[src/rtl/card_match_tracker_if.sv]
// Player/host-side signals of the card match tracker: pick handshake,
// pair-table write port and the new-game request.
interface card_match_tracker_if #(
  parameter int IDX_W = 5
);
  logic             restart;
  logic             pick_valid;
  logic [IDX_W-1:0] pick_idx;
  logic             pick_ready;
  logic             pair_wr;
  logic [IDX_W-1:0] pair_wr_idx;
  logic [IDX_W-1:0] pair_wr_id;

  // Driver side (player / host)
  modport master (
    output restart, pick_valid, pick_idx, pair_wr, pair_wr_idx, pair_wr_id,
    input  pick_ready
  );

  // Tracker side
  modport slave (
    input  restart, pick_valid, pick_idx, pair_wr, pair_wr_idx, pair_wr_id,
    output pick_ready
  );
endinterface

[src/rtl/card_match_tracker.sv]
// Memory-style card game tracker: the player turns over two cards per move;
// equal pair IDs eliminate both, otherwise both stay visible for SHOW_CYCLES
// before flipping back. Pair table is writable between games.
module card_match_tracker #(
  parameter int NUM_CARDS   = 16,
  parameter int IDX_W       = 5,
  parameter int SHOW_CYCLES = 8,
  parameter int MOVE_W      = 8
) (
  input  logic                 new_clk,
  input  logic                 rst,
  card_match_tracker_if.slave  bus,
  output logic [NUM_CARDS-1:0] face_up,
  output logic [NUM_CARDS-1:0] eliminated,
  output logic                 match_pulse,
  output logic                 mismatch_pulse,
  output logic                 reject_pulse,
  output logic [IDX_W-1:0]     pairs_found,
  output logic [MOVE_W-1:0]    moves,
  output logic                 game_done
);

  typedef enum logic [1:0] {
    ST_IDLE = 2'd0,
    ST_ONE  = 2'd1,
    ST_HOLD = 2'd2,
    ST_DONE = 2'd3
  } state_t;

  localparam logic [IDX_W-1:0] CARD_LIM  = IDX_W'(NUM_CARDS);
  localparam logic [IDX_W-1:0] PAIR_GOAL = IDX_W'(NUM_CARDS / 2);
  localparam logic [7:0]       HOLD_LOAD = 8'(SHOW_CYCLES);

  state_t                 state_q, state_d;
  logic [IDX_W-1:0]       table_q [NUM_CARDS];
  logic [IDX_W-1:0]       first_idx_q, first_idx_d;
  logic [IDX_W-1:0]       first_id_q, first_id_d;
  logic [NUM_CARDS-1:0]   face_q, face_d;
  logic [NUM_CARDS-1:0]   elim_q, elim_d;
  logic [IDX_W-1:0]       pairs_q, pairs_d;
  logic [MOVE_W-1:0]      moves_q, moves_d;
  logic [7:0]             hold_q, hold_d;
  logic                   match_q, match_d;
  logic                   mismatch_q, mismatch_d;
  logic                   reject_q, reject_d;
  logic                   done_q, done_d;

  logic [NUM_CARDS-1:0]   pick_oh;
  logic [NUM_CARDS-1:0]   first_oh;
  logic [NUM_CARDS-1:0]   wr_oh;
  logic [IDX_W-1:0]       pick_id;
  logic                   pick_bad;
  logic                   pick_fire;
  logic                   wr_en;

  // One-hot decodes of the picked card, the card already up and the write target
  for (genvar gi = 0; gi < NUM_CARDS; gi++) begin : g_decode
    assign pick_oh[gi]  = (bus.pick_idx    == IDX_W'(gi));
    assign first_oh[gi] = (first_idx_q     == IDX_W'(gi));
    assign wr_oh[gi]    = (bus.pair_wr_idx == IDX_W'(gi));
  end

  // Pair ID of the card currently being picked
  always_comb begin
    pick_id = '0;
    for (int i = 0; i < NUM_CARDS; i++) begin
      if (pick_oh[i]) pick_id = table_q[i];
    end
  end

  // Picks are only taken while a card can be turned and no table write or
  // restart competes for the cycle.
  assign bus.pick_ready = ((state_q == ST_IDLE) || (state_q == ST_ONE)) &&
                          !bus.pair_wr && !bus.restart;
  assign pick_fire = bus.pick_valid && bus.pick_ready;

  assign pick_bad = (bus.pick_idx >= CARD_LIM) ||
                    (|(pick_oh & elim_q)) ||
                    ((state_q == ST_ONE) && (bus.pick_idx == first_idx_q));

  // The table may only be rewritten before any pair of the game is found
  assign wr_en = bus.pair_wr && !bus.restart && (state_q == ST_IDLE) &&
                 (pairs_q == '0) && (bus.pair_wr_idx < CARD_LIM);

  // Pair table: reset default pairs cards 2k and 2k+1; restart leaves it alone
  always_ff @(posedge new_clk) begin
    for (int i = 0; i < NUM_CARDS; i++) begin
      if (rst) begin
        table_q[i] <= IDX_W'(i / 2);
      end else if (wr_en && wr_oh[i]) begin
        table_q[i] <= bus.pair_wr_id;
      end
    end
  end

  // Next-state and game bookkeeping
  always_comb begin
    state_d     = state_q;
    first_idx_d = first_idx_q;
    first_id_d  = first_id_q;
    face_d      = face_q;
    elim_d      = elim_q;
    pairs_d     = pairs_q;
    moves_d     = moves_q;
    hold_d      = hold_q;
    match_d     = 1'b0;
    mismatch_d  = 1'b0;
    reject_d    = 1'b0;

    if (bus.restart) begin
      state_d     = ST_IDLE;
      first_idx_d = '0;
      first_id_d  = '0;
      face_d      = '0;
      elim_d      = '0;
      pairs_d     = '0;
      moves_d     = '0;
      hold_d      = '0;
    end else begin
      unique case (state_q)
        ST_IDLE: begin
          if (pick_fire) begin
            if (pick_bad) begin
              reject_d = 1'b1;
            end else begin
              first_idx_d = bus.pick_idx;
              first_id_d  = pick_id;
              face_d      = face_q | pick_oh;
              state_d     = ST_ONE;
            end
          end
        end
        ST_ONE: begin
          if (pick_fire) begin
            if (pick_bad) begin
              reject_d = 1'b1;
            end else begin
              moves_d = (&moves_q) ? moves_q : moves_q + 1'b1;
              if (pick_id == first_id_q) begin
                elim_d  = elim_q | pick_oh | first_oh;
                face_d  = face_q & ~(pick_oh | first_oh);
                pairs_d = pairs_q + 1'b1;
                match_d = 1'b1;
                state_d = (pairs_d == PAIR_GOAL) ? ST_DONE : ST_IDLE;
              end else begin
                face_d     = face_q | pick_oh;
                mismatch_d = 1'b1;
                hold_d     = HOLD_LOAD;
                state_d    = ST_HOLD;
              end
            end
          end
        end
        ST_HOLD: begin
          // Last shown cycle: both cards flip back as we return to IDLE
          if (hold_q <= 8'd1) begin
            face_d  = '0;
            hold_d  = '0;
            state_d = ST_IDLE;
          end else begin
            hold_d = hold_q - 8'd1;
          end
        end
        ST_DONE: begin
        end
        default: state_d = ST_IDLE;
      endcase
    end

    done_d = (state_d == ST_DONE);
  end

  // State register; rst outranks every other request
  always_ff @(posedge new_clk) begin
    if (rst) begin
      state_q     <= ST_IDLE;
      first_idx_q <= '0;
      first_id_q  <= '0;
      face_q      <= '0;
      elim_q      <= '0;
      pairs_q     <= '0;
      moves_q     <= '0;
      hold_q      <= '0;
      match_q     <= 1'b0;
      mismatch_q  <= 1'b0;
      reject_q    <= 1'b0;
      done_q      <= 1'b0;
    end else begin
      state_q     <= state_d;
      first_idx_q <= first_idx_d;
      first_id_q  <= first_id_d;
      face_q      <= face_d;
      elim_q      <= elim_d;
      pairs_q     <= pairs_d;
      moves_q     <= moves_d;
      hold_q      <= hold_d;
      match_q     <= match_d;
      mismatch_q  <= mismatch_d;
      reject_q    <= reject_d;
      done_q      <= done_d;
    end
  end

  assign face_up        = face_q;
  assign eliminated     = elim_q;
  assign match_pulse    = match_q;
  assign mismatch_pulse = mismatch_q;
  assign reject_pulse   = reject_q;
  assign pairs_found    = pairs_q;
  assign moves          = moves_q;
  assign game_done      = done_q;

endmodule

[src/flat_wrapper.sv]
// flat-port wrapper written by rule: the top's interface ports become plain ports
module card_match_tracker_flat 
#(
  parameter int NUM_CARDS   = 16,
  parameter int IDX_W       = 5,
  parameter int SHOW_CYCLES = 8,
  parameter int MOVE_W      = 8
)
  (new_clk, rst, face_up, eliminated, match_pulse, mismatch_pulse, reject_pulse, pairs_found, moves, game_done, bus_restart, bus_pick_valid, bus_pick_idx, bus_pair_wr, bus_pair_wr_idx, bus_pair_wr_id, bus_pick_ready);
  card_match_tracker_if #(.IDX_W(IDX_W)) bus_i ();
  input  logic new_clk;
  input  logic rst;
  output logic [NUM_CARDS-1:0] face_up;
  output logic [NUM_CARDS-1:0] eliminated;
  output logic match_pulse;
  output logic mismatch_pulse;
  output logic reject_pulse;
  output logic [IDX_W-1:0] pairs_found;
  output logic [MOVE_W-1:0] moves;
  output logic game_done;
  input wire logic [$bits(bus_i.restart)-1:0] bus_restart;
  input wire logic [$bits(bus_i.pick_valid)-1:0] bus_pick_valid;
  input wire logic [$bits(bus_i.pick_idx)-1:0] bus_pick_idx;
  input wire logic [$bits(bus_i.pair_wr)-1:0] bus_pair_wr;
  input wire logic [$bits(bus_i.pair_wr_idx)-1:0] bus_pair_wr_idx;
  input wire logic [$bits(bus_i.pair_wr_id)-1:0] bus_pair_wr_id;
  output wire logic [$bits(bus_i.pick_ready)-1:0] bus_pick_ready;
  assign bus_i.restart = bus_restart;
  assign bus_i.pick_valid = bus_pick_valid;
  assign bus_i.pick_idx = bus_pick_idx;
  assign bus_i.pair_wr = bus_pair_wr;
  assign bus_i.pair_wr_idx = bus_pair_wr_idx;
  assign bus_i.pair_wr_id = bus_pair_wr_id;
  assign bus_pick_ready = bus_i.pick_ready;
  card_match_tracker #(.NUM_CARDS(NUM_CARDS), .IDX_W(IDX_W), .SHOW_CYCLES(SHOW_CYCLES), .MOVE_W(MOVE_W)) u_core (.new_clk(new_clk), .rst(rst), .bus(bus_i), .face_up(face_up), .eliminated(eliminated), .match_pulse(match_pulse), .mismatch_pulse(mismatch_pulse), .reject_pulse(reject_pulse), .pairs_found(pairs_found), .moves(moves), .game_done(game_done));
endmodule
[config.mk]
export PLATFORM = sky130hd
export DESIGN_NAME = card_match_tracker_flat
export DESIGN_NICKNAME = d
export VERILOG_FILES = /design/src/rtl/card_match_tracker_if.sv /design/src/rtl/card_match_tracker.sv /design/src/flat_wrapper.sv
export SDC_FILE = /design/constraint.sdc
export NUM_CORES = 1
export LEC_CHECK = 0
export ABC_AREA = 1
export CORE_UTILIZATION = 52
export DETAILED_ROUTE_END_ITERATION = 6
export PLACE_DENSITY = 0.74
export SYNTH_ARGS = -nofsm -noshare
export SYNTH_HDL_FRONTEND = slang
export SYNTH_SLANG_ARGS = --single-unit
[constraint.sdc]
create_clock -name new_clk -period 2.5 [get_ports new_clk]
set_clock_uncertainty 0.05 [all_clocks]
set_input_delay 0.5 -clock new_clk [delete_from_list [all_inputs] [get_ports new_clk]]
set_output_delay 0.5 -clock new_clk [all_outputs]
set_load 0.005 [all_outputs]
==> results.toml <==
[worst_setup_path]
r2r-end = "u_core.hold_q[2]"
path_class = "register to register"
rrSetupSlack_ns = -0.09
slowest_stage = "edfxtp_1"
worstPathArrival_ns = 2.89
crit_fanout = 4
worstPathCellList = "nand4_1, nand3_2, nor2_2, nand4_1, nor2_2, nand4_1, nor2_1, nand4_1, nand2_1, nand2_1, nand2_2, nand2_2, nor2_4, nand2_4, buf_12, nand2_4, buf_6, nand3_2, a21oi_2"
crit_path_end_kind = "register"
cpPeakStageDelay_ns = 0.40
ff2ff_path_depth = 19
worstPathRequired_ns = 2.80
cpMostUsedCell = "nand4_1"
r2r-start = "u_core.table_q[1][3]"
start_kind = "register"

[min_path]
min_from = "u_core.moves[4]"
hold_end = "u_core.moves[4]"
hold_depth = 2
hold_class = "register to register"

[floorplanning]
placementRows = 43
die_area_mm2 = 0.0150
die_h_um = 122
ios = 70
dieWidth_um = 122
start_util = 0.538
coreArea_mm2 = 0.0140

[cells_and_area]
diodes = 0
fin_util = 0.737
drive_above_1_share = 0.245
final_cell_mix = "nand2_1, nor2_1, inv_1, buf_4, edfxtp_1"
final_common_cell = "nand2_1"
area.sequential_mm2 = 0.00378
nFillCells = 1003
fin_nets = 1154
instances_no_fill = 1317
multi_input_area_mm2 = 0.00356
area_growth_pct = 36.9

[placement]
port-buffer-count = 69
place.gp.congestion = 0.990
dp_hpwl_um = 14300
placed_cells = 1263

[drt]
post-route-drc-count = 0
avgRoutedWirePerCell_um = 16.0
drt-initial-drc-count = 804
ant_nets = 0
first_pass_iters = 6
dr_total_vias = 7270
via_per_inst = 5.52
wl_um = 21100

[pwr]
power_frac_seq = 0.460
switching_share = 0.235
switchingPower_w = 0.00134
peakVddDrop_mv = 0.520
intPower_w = 0.00437
combPwrFrac = 0.090
p_per_area_mw_per_mm2 = 555
power_frac_clock = 0.450
p_leak_nw = 4.29
p_total_w = 0.00572

[grt]
gr-total-overflow = 0
grt_pass1_vias = 6613
grtUsageMet1 = 0.363
grtUsageMet2 = 0.488
gr-max-usage-layer = "met2"
antenna_found_initial = 0
grt.met3_usage = 0.0558
grt_pass1_wl_um = 32800
grt_use_total = 0.289
grt_max_degree = 26

[timing]
setup_slack_ns = -0.0900
rsz0062_at_grt = "true"
tightestPinTransition_ns = 0.675
hold_viol_final = 0
max_freq_mhz = 386
period_needed_ns = 2.59
drv_slew = 0
period_share = 1.04
setup_viol = 38
slew_headroom = 0.549

[cts]
path_clk_slew_ns = 0.06
cts_buffer_depth = 2
root_buffer = "clkbuf_16"
cts_max_level = 4
cts_tree = "built"
clk_latency_ns = 0.42
cts.sinks = 149
cts_made_buffers = 17

[run_status]
outcome = "complete, but fails checks"
violations = "setup timing"

[yosys]
synth-seq-cells = 149
ys.warnings.count = 0
synthCells = 949
synthDistinctLibCells = 42
ys_seq_area_frac = 0.503
syn_area_mm2 = 0.00753
syn_nets = 979
syn_area_per_cell_um2 = 7.93

[flow_run]
drv_cap = 0
-- power groups by stage --
stage / clock network, W / logic (W) / registers (W)
floorplan: 0 / 0.000228 / 0.00267
finish: 0.00257 / 0.000513 / 0.00263
CTS: 0.00257 / 0.000463 / 0.00263
global route: 0.00268 / 0.000554 / 0.00263
global placement: 0 / 0.000404 / 0.00268
detailed placement: 0 / 0.000408 / 0.00268
-- critical path: cells and delay by family (launching register included) --
| kind | cells | cell delay, ns |
|---|---|---|
| AND/OR/NAND/NOR | 16 | 1.64 |
| AO/OA/AOI/OAI | 1 | 0.15 |
| flip-flops | 1 | 0.40 |
| buffers and inverters | 2 | 0.27 |
-- routing by layer --
layer,up-vias,share of wire
li1,3481,-
met1,3386,0.41
met2,348,0.49
met3,55,0.067
met4,0,0.029
met5,-,0
-- sequential cells by signal, summed over array words and instances, names as in the netlist --
register / count
u_core.table_q: 80
u_core.eliminated: 16
u_core.face_up: 16
u_core.hold_q: 8
u_core.moves: 8
u_core.first_id_q: 5
u_core.first_idx_q: 5
u_core.pairs_found: 5
u_core.state_q: 2
u_core.game_done: 1
u_core.match_pulse: 1
u_core.mismatch_pulse: 1
u_core.reject_pulse: 1
-- kinds of logic (layout without fill, tap and decap cells) --
group                      count (synthesis)  after routing  share of synthesized area
buffers and inverters                    149            337                     0.0798
AOI/OAI and AO/OA                        136            136                     0.0967
adders and majority gates                 10             10                     0.0166
and+or+nand+nor                          498            498                      0.296
xor gates and xnor gates                   7              7                    0.00815
DFF                                      149            149                      0.503
-- cell type report --
type,count,area share
clock buffers,18,0.0416
clock inverters,14,0.0155
inverters,123,0.0465
multi-input cells,651,0.345
flip-flops and latches,149,0.367
well taps,180,0.0218
repair buffers,181,0.161
repair inverters,1,0.000850
-- per-stage QoR --
step,hold slack [ns],setup slack [ns],area (um^2),setup TNS (ns)
2_1_floorplan,0.400,0.0527,7530,0
3_3_place_gp,0.397,-0.872,9060,-55.31
3_5_place_dp,0.410,-0.954,9060,-60.42
4_1_cts,0.420,-0.0636,9940,-0.867
5_1_grt,0.427,-0.275,10300,-10.97
6_report,0.411,-0.0900,10300,-1.00
-- repair_timing --
action	CTS	global route
buffers inserted	18	4
cloned	1	1
pin swaps	23	42
gates resized for setup	65	102
endpoints found under the setup margin	70	85
hold buffers	0	0
-- worst max-delay path by stage --
stage,slack (ns),startpoint,depth (start not counted),to
finish,-0.09,u_core.table_q[1][3],19,u_core.hold_q[2]
global route,-0.28,u_core.table_q[1][3],19,u_core.face_up[9]
CTS,-0.06,u_core.table_q[1][3],19,u_core.eliminated[4]
detailed placement,-0.95,bus_pick_idx[0],23,u_core.pairs_found[3]
global placement,-0.87,bus_pick_idx[0],23,u_core.pairs_found[1]
floorplan,0.05,bus_pick_idx[2],22,u_core.face_up[0]
-- synth_stat cells --
cell,number,area share
a21oi_1,68,0.045
a221oi_1,4,0.0047
a31o_2,1,0.0012
a31oi_1,1,0.00083
and3_1,1,0.00083
buf_1,1,0.00050
buf_2,1,0.00066
buf_4,2,0.0020
buf_6,4,0.0060
clkbuf_1,18,0.0090
dfxtp_1,69,0.18
edfxtp_1,80,0.32
ha_1,10,0.017
inv_1,119,0.059
inv_2,3,0.0015
inv_4,1,0.00083
nand2_1,206,0.10
nand2_2,3,0.0025
nand2_4,4,0.0060
nand3_1,51,0.034
nand3_2,4,0.0053
nand4_1,28,0.023
nor2_1,149,0.074
nor2_2,9,0.0075
nor2_4,4,0.0060
nor2_8,2,0.0053
nor3_1,23,0.015
nor3_4,1,0.0022
nor3b_1,1,0.0010
nor4_1,3,0.0025
o2111ai_1,1,0.0012
o211ai_1,1,0.0010
o21a_1,1,0.0010
o21ai_0,46,0.031
o21ai_1,3,0.0020
o21bai_1,2,0.0020
o22ai_1,5,0.0042
o31ai_1,3,0.0030
or2_0,1,0.00083
or2_2,8,0.0066
xnor2_1,2,0.0023
xor2_1,5,0.0058
Note: power is estimated with default switching activity, not from simulation.
